File: config.mk
export PLATFORM = sky130hd
export DESIGN_NAME = phase_tag_accumulator_flat
export DESIGN_NICKNAME = d
export VERILOG_FILES = /design/src/rtl/phase_tag_accumulator_if.sv /design/src/rtl/phase_tag_accumulator.sv /design/src/flat_wrapper.sv
export SDC_FILE = /design/constraint.sdc
export NUM_CORES = 1
export LEC_CHECK = 0
export CAP_MARGIN = 10
export CORE_MARGIN = 2
export CORE_UTILIZATION = 47
export CTS_CLUSTER_DIAMETER = 200
export DETAILED_ROUTE_END_ITERATION = 8
export DONT_BUFFER_PORTS = 1
export RECOVER_POWER = 100
export SYNTH_ARGS = -nofsm -noshare
export SYNTH_HDL_FRONTEND = slang
export SYNTH_SLANG_ARGS = --single-unit
File: constraint.sdc
create_clock -name clk_sample -period 3 [get_ports clk_sample]
set_clock_uncertainty 0.2 [all_clocks]
set_input_delay 0.6 -clock clk_sample [delete_from_list [all_inputs] [get_ports clk_sample]]
set_output_delay 0.6 -clock clk_sample [all_outputs]
set_load 0.05 [all_outputs]
File: src/rtl/phase_tag_accumulator_if.sv
// Bundles the phase detector tag stream and the windowed-result valid/ready port.
// The master side drives tags and out_ready; the slave side is the accumulator.
interface phase_tag_accumulator_if #(
  parameter int PHASE_COUNT_SIZE = 5,
  parameter int CLK_0_COUNT_SIZE = 3,
  parameter int LOG2_WINDOW      = 4
);
  logic [PHASE_COUNT_SIZE-1:0]            phase_tag;
  logic [CLK_0_COUNT_SIZE-1:0]            start_count;
  logic                                   phase_tag_valid;
  logic [PHASE_COUNT_SIZE-1:0]            avg_out;
  logic [PHASE_COUNT_SIZE-1:0]            min_out;
  logic [PHASE_COUNT_SIZE-1:0]            max_out;
  logic [CLK_0_COUNT_SIZE+LOG2_WINDOW-1:0] miss_out;
  logic                                   out_valid;
  logic                                   out_ready;
  logic                                   overrun;

  modport master (
    output phase_tag, start_count, phase_tag_valid, out_ready,
    input  avg_out, min_out, max_out, miss_out, out_valid, overrun
  );

  modport slave (
    input  phase_tag, start_count, phase_tag_valid, out_ready,
    output avg_out, min_out, max_out, miss_out, out_valid, overrun
  );
endinterface

File: src/rtl/phase_tag_accumulator.sv
// Collects 2^LOG2_WINDOW phase tags per window and reports avg/min/max plus
// missed detector events (from start_count gaps) through a one-deep output register.
module phase_tag_accumulator #(
  parameter int PHASE_COUNT_SIZE = 5,
  parameter int CLK_0_COUNT_SIZE = 3,
  parameter int LOG2_WINDOW      = 4
) (
  input logic                    clk_sample,
  input logic                    rst_n,
  phase_tag_accumulator_if.slave bus
);
  localparam int PW = PHASE_COUNT_SIZE;
  localparam int CW = CLK_0_COUNT_SIZE;
  localparam int LW = LOG2_WINDOW;
  localparam int SW = PW + LW;
  localparam int MW = CW + LW;

  typedef enum logic {S_SEED, S_ACCUM} state_t;

  state_t        state;
  logic [1:0]    rst_sync;
  logic          run;
  logic [SW-1:0] sum_acc, sum_next;
  logic [PW-1:0] min_acc, max_acc, min_next, max_next;
  logic [MW-1:0] miss_acc, miss_next;
  logic [MW:0]   miss_ext;
  logic [CW-1:0] last_sc, gap, gap_eff;
  logic [LW-1:0] sample_cnt;
  logic [PW-1:0] avg_r, min_r, max_r;
  logic [MW-1:0] miss_r;
  logic          out_valid_r, overrun_r;
  logic          window_done, can_load;

  // Reset asserts immediately but releases the FSM only after two clean edges.
  always_ff @(posedge clk_sample or negedge rst_n) begin
    if (!rst_n) rst_sync <= '0;
    else        rst_sync <= {rst_sync[0], 1'b1};
  end

  assign run = rst_sync[1];

  always_comb begin
    gap         = bus.start_count - last_sc - CW'(1);
    gap_eff     = (state == S_ACCUM) ? gap : '0;
    miss_ext    = {1'b0, miss_acc} + {{(LW+1){1'b0}}, gap_eff};
    miss_next   = miss_ext[MW] ? '1 : miss_ext[MW-1:0];
    sum_next    = sum_acc + {{LW{1'b0}}, bus.phase_tag};
    min_next    = (bus.phase_tag < min_acc) ? bus.phase_tag : min_acc;
    max_next    = (bus.phase_tag > max_acc) ? bus.phase_tag : max_acc;
    window_done = run && bus.phase_tag_valid && (state == S_ACCUM) && (sample_cnt == '1);
    can_load    = !out_valid_r || bus.out_ready;
  end

  // A completed window either replaces the output register or is dropped as an overrun.
  always_ff @(posedge clk_sample or negedge rst_n) begin
    if (!rst_n) begin
      state       <= S_SEED;
      sum_acc     <= '0;
      min_acc     <= '1;
      max_acc     <= '0;
      miss_acc    <= '0;
      last_sc     <= '0;
      sample_cnt  <= '0;
      avg_r       <= '0;
      min_r       <= '0;
      max_r       <= '0;
      miss_r      <= '0;
      out_valid_r <= 1'b0;
      overrun_r   <= 1'b0;
    end else if (run) begin
      if (out_valid_r && bus.out_ready) out_valid_r <= 1'b0;
      if (bus.phase_tag_valid) begin
        state      <= S_ACCUM;
        last_sc    <= bus.start_count;
        sample_cnt <= sample_cnt + LW'(1);
        if (window_done) begin
          sum_acc  <= '0;
          min_acc  <= '1;
          max_acc  <= '0;
          miss_acc <= '0;
          if (can_load) begin
            avg_r       <= sum_next[SW-1:LW];
            min_r       <= min_next;
            max_r       <= max_next;
            miss_r      <= miss_next;
            out_valid_r <= 1'b1;
          end else begin
            overrun_r <= 1'b1;
          end
        end else begin
          sum_acc  <= sum_next;
          min_acc  <= min_next;
          max_acc  <= max_next;
          miss_acc <= miss_next;
        end
      end
    end
  end

  assign bus.avg_out   = avg_r;
  assign bus.min_out   = min_r;
  assign bus.max_out   = max_r;
  assign bus.miss_out  = miss_r;
  assign bus.out_valid = out_valid_r;
  assign bus.overrun   = overrun_r;
endmodule

File: src/flat_wrapper.sv
// flat-port wrapper written by rule: the top's interface ports become plain ports
module phase_tag_accumulator_flat 
#(
  parameter int PHASE_COUNT_SIZE = 5,
  parameter int CLK_0_COUNT_SIZE = 3,
  parameter int LOG2_WINDOW      = 4
)
  (clk_sample, rst_n, bus_phase_tag, bus_start_count, bus_phase_tag_valid, bus_out_ready, bus_avg_out, bus_min_out, bus_max_out, bus_miss_out, bus_out_valid, bus_overrun);
  phase_tag_accumulator_if #(.PHASE_COUNT_SIZE(PHASE_COUNT_SIZE), .CLK_0_COUNT_SIZE(CLK_0_COUNT_SIZE), .LOG2_WINDOW(LOG2_WINDOW)) bus_i ();
  input logic clk_sample;
  input logic rst_n;
  input wire logic [$bits(bus_i.phase_tag)-1:0] bus_phase_tag;
  input wire logic [$bits(bus_i.start_count)-1:0] bus_start_count;
  input wire logic [$bits(bus_i.phase_tag_valid)-1:0] bus_phase_tag_valid;
  input wire logic [$bits(bus_i.out_ready)-1:0] bus_out_ready;
  output wire logic [$bits(bus_i.avg_out)-1:0] bus_avg_out;
  output wire logic [$bits(bus_i.min_out)-1:0] bus_min_out;
  output wire logic [$bits(bus_i.max_out)-1:0] bus_max_out;
  output wire logic [$bits(bus_i.miss_out)-1:0] bus_miss_out;
  output wire logic [$bits(bus_i.out_valid)-1:0] bus_out_valid;
  output wire logic [$bits(bus_i.overrun)-1:0] bus_overrun;
  assign bus_i.phase_tag = bus_phase_tag;
  assign bus_i.start_count = bus_start_count;
  assign bus_i.phase_tag_valid = bus_phase_tag_valid;
  assign bus_i.out_ready = bus_out_ready;
  assign bus_avg_out = bus_i.avg_out;
  assign bus_min_out = bus_i.min_out;
  assign bus_max_out = bus_i.max_out;
  assign bus_miss_out = bus_i.miss_out;
  assign bus_out_valid = bus_i.out_valid;
  assign bus_overrun = bus_i.overrun;
  phase_tag_accumulator #(.PHASE_COUNT_SIZE(PHASE_COUNT_SIZE), .CLK_0_COUNT_SIZE(CLK_0_COUNT_SIZE), .LOG2_WINDOW(LOG2_WINDOW)) u_core (.clk_sample(clk_sample), .rst_n(rst_n), .bus(bus_i));
endmodule
Yosys cells after proc, flatten, opt, wreduce, memory -nomap -nowiden:

Index checks and enable logic that the tools add are counted.

* add/subtract/negate cells: 5
* $mul: 0
* div/mod/pow operators: 0
* order comparisons: 2
* eq/ne operators: 1
* shift operators: 0
* multiplexer cells: 12
* bitwise operators: 1
* reduce and logical (&&, ||, !) cells: 9

Operators by type and width (count)
* $mux 5: 4
* $mux 7: 2
* $add 9x5->9: 1
* $mux 9: 1
* $add 7x3->8: 1
* $reduce_and 4->1: 2
* $gt 5x5->1: 1
* $lt 5x5->1: 1
* $add 4x1->4 const B: 1
* $eq 4x4->1 const B: 1
* $logic_and 1x1->1: 4
* $mux 1: 4
* $mux 3: 1
* $sub 3x1->3 const B: 1
* $sub 3x3->3: 1
* $reduce_and 2->1: 1
* $logic_not 1->1: 1
* $logic_or 1x1->1: 1
* $not 1->1: 1

* bits in registers: 60
* bits in latches: 0
* memory bits (writable): 0
* ROM bits: 0
* input port bits: 12
* output and inout bits: 24
* logic and storage cells: 44
* memories: 0

Longest topological paths before layout:

* depth in word-level cells: 6
* mapped depth: 13
* depth with buffers taken out: 13

Least setup slack after synthesis:

OpenSTA, ideal clock, no wires.

* path type: input to register
* start point: in bus_start_count[0]
* end point: reg u_core.miss_acc[5]
* setup time: 135 ps
* data arrival time: 2632 ps
* required time: 2665 ps
* slack: 34 ps
* cell stages on the path: 11
* buffers on the path: 0
* cell sequence: ha_1 inv_1 fa_1 xnor2_1 xnor2_1 and2_1 ha_1 a21oi_2 or4b_1 o21ai_0 o21ai_0

* longest elaborated chain between the ends: 6

Ends and longest elaborated chain
* from (decl): line flat_wrapper.sv:13 `input wire logic [$bits(bus_i.start_count)-1:0] bus_start_count;`
* $sub 3x3->3: line phase_tag_accumulator.sv:43 `gap = bus.start_count - last_sc - CW'(1);`
* $sub 3x1->3: line phase_tag_accumulator.sv:43
* $mux 3: line phase_tag_accumulator.sv:44 `gap_eff = (state == S_ACCUM) ? gap : '0;`
* $add 7x3->8: line phase_tag_accumulator.sv:45 `miss_ext = {1'b0, miss_acc} + {{(LW+1){1'b0}}, gap_eff};`
* $mux 7: line phase_tag_accumulator.sv:46 `miss_next = miss_ext[MW] ? '1 : miss_ext[MW-1:0];`
* $mux 7: line phase_tag_accumulator.sv:76 `if (window_done) begin`
* to (signal assigned): line phase_tag_accumulator.sv:94 `miss_acc <= miss_next;`
* to (decl): line phase_tag_accumulator.sv:25 `logic [MW-1:0] miss_acc, miss_next;`

No other way between the ends.
A chain may end at the register's enable or synchronous reset.

Final worst setup path:

* start point: reg u_core.last_sc[0]
* end point: reg u_core.miss_acc[5]

* longest elaborated chain between the ends: 6

Ends and longest elaborated chain
* from (decl): line phase_tag_accumulator.sv:27 `logic [CW-1:0] last_sc, gap, gap_eff;`
* from (signal assigned): line phase_tag_accumulator.sv:74 `last_sc <= bus.start_count;`
* $sub 3x3->3: line phase_tag_accumulator.sv:43
* $sub 3x1->3: line phase_tag_accumulator.sv:43
* $mux 3: line phase_tag_accumulator.sv:44
* $add 7x3->8: line phase_tag_accumulator.sv:45
* $mux 7: line phase_tag_accumulator.sv:46
* $mux 7: line phase_tag_accumulator.sv:76

No other way between the ends.

==> flow_summary.toml <==
[pwr]
p_comb_share_pct = 33.3
seqPwrFrac_pct = 47.1
p_int_mw = 2.12
power.share.clock_pct = 19.7
netSwitchingFraction_pct = 43.2
powerDensity_mw_per_mm2 = 1060
switchingPower_mw = 1.62
design_power_total_mw = 3.74
leakagePower_nw = 1.65
irDropWorstVdd_v = 0.000591

[synthesis]
synth_top_area_share_pct = 41.8
syn_inst = 323
synthXorXnorAreaFrac_pct = 3.99
yosys-top-cells-area = "dfrtp_1 (42%), ha_1 (7.2%), nand2_1 (5.5%)"
yosysSeqAreaShare_pct = 45.8
muxShareOfSynthArea_pct = 3.68
synth_seq_cells = 60
synth_top_cell_by_area = "dfrtp_1"
avgSynthCellArea_um2 = 10.2
yosys_warnings = 0
synthSimpleGateAreaFrac_pct = 13.4
synth_compound_area_share_pct = 19.6
syn-num-nets = 357
synth_fa_ha_area_share_pct = 9.04
synthesis.area_mm2 = 0.00329
synth_cell_types = 54
synth_top_family_by_area = "compound AO/OA/AOI/OAI gates"

[worst_setup_path]
max_stage_delay_ns = 0.48
critPathKind = "reg2reg"
regToRegEndpoint = "u_core.miss_acc[5]"
critPathTopFamily = "adder cells"
endpoint_kind = "flop"
path_buf_inv = 2
reg2reg_slack_ns = 0.18
cp-start-kind = "flop"
startpoint = "u_core.last_sc[0]"
cp_data_required_time_ns = 3.00
crit_chain = "inv_1 -> ha_1 -> inv_1 -> fa_1 -> xnor2_2 -> xnor2_1 -> and2_1 -> ha_1 -> a21oi_2 -> or4b_1 -> o21ai_2 -> o21ai_0"
cp_max_fo = 4
path_depth = 12
slowest_stage = "or4b_1"
critPathArrivalTime_ns = 2.82
reg2reg_depth = 12
crit_end = "u_core.miss_acc[5]"
reg2reg_from = "u_core.last_sc[0]"

[layout]
regArea_mm2 = 0.00151
fillers = 636
diodes = 0
area_delta_synth_final_pct = 7.52
stdcell_area_mm2 = 0.00354
final_common_cell = "dfrtp_1"
nNetsFinal = 365
final_cell_mix = "dfrtp_1 (55), nand2_1 (48), o21ai_0 (25)"
multi_input_area_mm2 = 0.00160
finalNonFillerCells = 432
drive_gt1_share_pct = 14.0

[drt]
routedWlPerCell_um = 14.7
vias = 2244
drt-total-wl_mm = 6.34
antenna_left = 0
drtIter0Drc = 119
post-route-drc-count = 0
via_per_inst = 5.19
first_pass_iters = 4

[die]
die-height_um = 87.7
core-area_mm2 = 0.00679
die-area_mm2 = 0.00769
rows = 30
start_util_pct = 48.5
io_pins = 36
die_w_um = 87.7

[place]
dpl-instance-area_mm2 = 0.00338
numPortBuffers = 0
dp.cells = 414
place_hpwl_mm = 4.44
gp_congestion = 0.810

[clocking]
clk_pin_slew_ns = 0.07
post_cts_buffers = 0
cts.path.max_buffers = 2
ctsHtreeMaxLevel = 3
cts.sinks = 60
cts_tree = "done"
clkLatencyLatePin_ns = 0.33
clockRootBuffer = "clkbuf_8"
cts_buffers = 9

[timing]
holdWs_ns = 0.153
tightest_slew_ns = 1.49
period_share_pct = 94.0
drv_slew = 0
hold_viol = 0
relSlewSlack_pct = 0.390
min_period_ns = 2.82
setup_viol = 0
clock.fmax_mhz = 355

[run]
maxCapViolCount = 0

[global_routing]
grt_max_degree = 61
grt_overflow_total = 0
grt_use_total_pct = 17.9
grt_pass1_wl_mm = 10.6
grt_pass1_vias = 2189
grt_antenna_before_repair = 0

[hold_path]
hp-class = "reg2reg"

[run_status]
status = "complete, no violations"
-- worst min path at each step --
stage                       startpoint               endpoint  slack, ns  cells past startpoint
floorplan                        rst_n  u_core.bus.avg_out[0]       0.10                      0
global placement                 rst_n      u_core.last_sc[0]       0.11                      0
CTS                 u_core.rst_sync[0]     u_core.rst_sync[1]       0.16                      0
finish              u_core.rst_sync[0]     u_core.rst_sync[1]       0.15                      0
global route        u_core.rst_sync[0]     u_core.rst_sync[1]       0.17                      0
detailed placement               rst_n      u_core.last_sc[0]       0.11                      0
-- cell type report --
cell class	instances	area share (%)
clock buffer	11	4.27
clock inverter	5	1.41
inverter	19	2.01
multi-input combinational	233	45.0
sequential	60	42.6
tap	96	3.39
timing repair buffer	8	1.31
-- routing by layer --
layer	vias to the layer above	share of wire, %	GRT usage (%)
li1	1139	-	-
met1	1061	52	26.7
met2	35	42	25.1
met3	9	3.9	4.24
met4	0	1.4	7.13
met5	-	0	0
-- per-stage QoR --
| step | utilization (%) | setup TNS (ns) | setup slack [ns] |
|---|---|---|---|
| CTS | 53.3 | 0 | 0.147 |
| floorplan | - | 0 | 0.0337 |
| global placement | 49.8 | 0 | 0.0102 |
| detailed placement | 49.8 | -0.0339 | -0.0339 |
| global route | 52.1 | -0.0264 | -0.0125 |
| finish | 52.1 | 0 | 0.181 |
-- timing repair --
action	CTS	global route
resized for setup	0	6
endpoints found under the setup margin	0	8
endpoints found under the hold margin	60	0
hold buffers	2	0
-- worst register-to-register path: cells and delay by family, from the launching register on --
kind / cells / cell delay (ns)
compound gates: 3 / 0.28
xor+xnor: 2 / 0.26
fa+ha+maj: 3 / 0.85
buf+inv: 2 / 0.10
flops: 1 / 0.36
simple gates: 2 / 0.64
-- cells by family after synthesis --
kind of cell	count (synthesis)
buffers and inverters	30
XOR/XNOR	15
other	1
adder cells (fa/ha/maj)	22
multiplexers	12
AO/OA/AOI/OAI	87
flip-flops	60
AND/OR/NAND/NOR	96
-- power by group through the flow --
stage               registers, mW  logic, mW  clock network (mW)
floorplan                    1.71       1.10                   0
global placement             1.77       1.27                   0
detailed placement           1.78       1.30                   0
CTS                          1.77       1.34               0.752
global route                 1.81       1.43               0.793
finish                       1.76       1.24               0.735
-- synth_stat cells (all sizes together) --
cell,count
dfrtp,55
nand2,49
o21ai,36
nor2,22
ha,19
inv,19
a21oi,14
mux2i,11
xnor2,10
a21o,7
buf,7
a31oi,5
dfstp,5
nand4,5
xor2,5
a211oi,4
a21bo,4
a22o,4
clkbuf,4
nand3,4
nor2b,4
and2,3
fa,3
o31ai,3
nand2b,2
o2111ai,2
o21bai,2
or3,2
a31o,1
a32o,1
conb,1
mux2,1
nor3,1
nor3b,1
o211ai,1
o221ai,1
o22ai,1
o41ai,1
or2,1
or4,1
or4b,1
-- state kept, by name, summed over array words and instances, names as in the netlist --
signal	cells
u_core.state	1
u_core.sum_acc	9
u_core.miss_acc	7
u_core.min_acc	5
u_core.max_acc	5
u_core.bus.overrun	1
u_core.sample_cnt	4
u_core.rst_sync	2
u_core.bus.avg_out	5
u_core.bus.max_out	5
u_core.bus.miss_out	7
u_core.bus.out_valid	1
u_core.last_sc	3
u_core.bus.min_out	5
No activity file was read; power rests on OpenSTA's default activity.
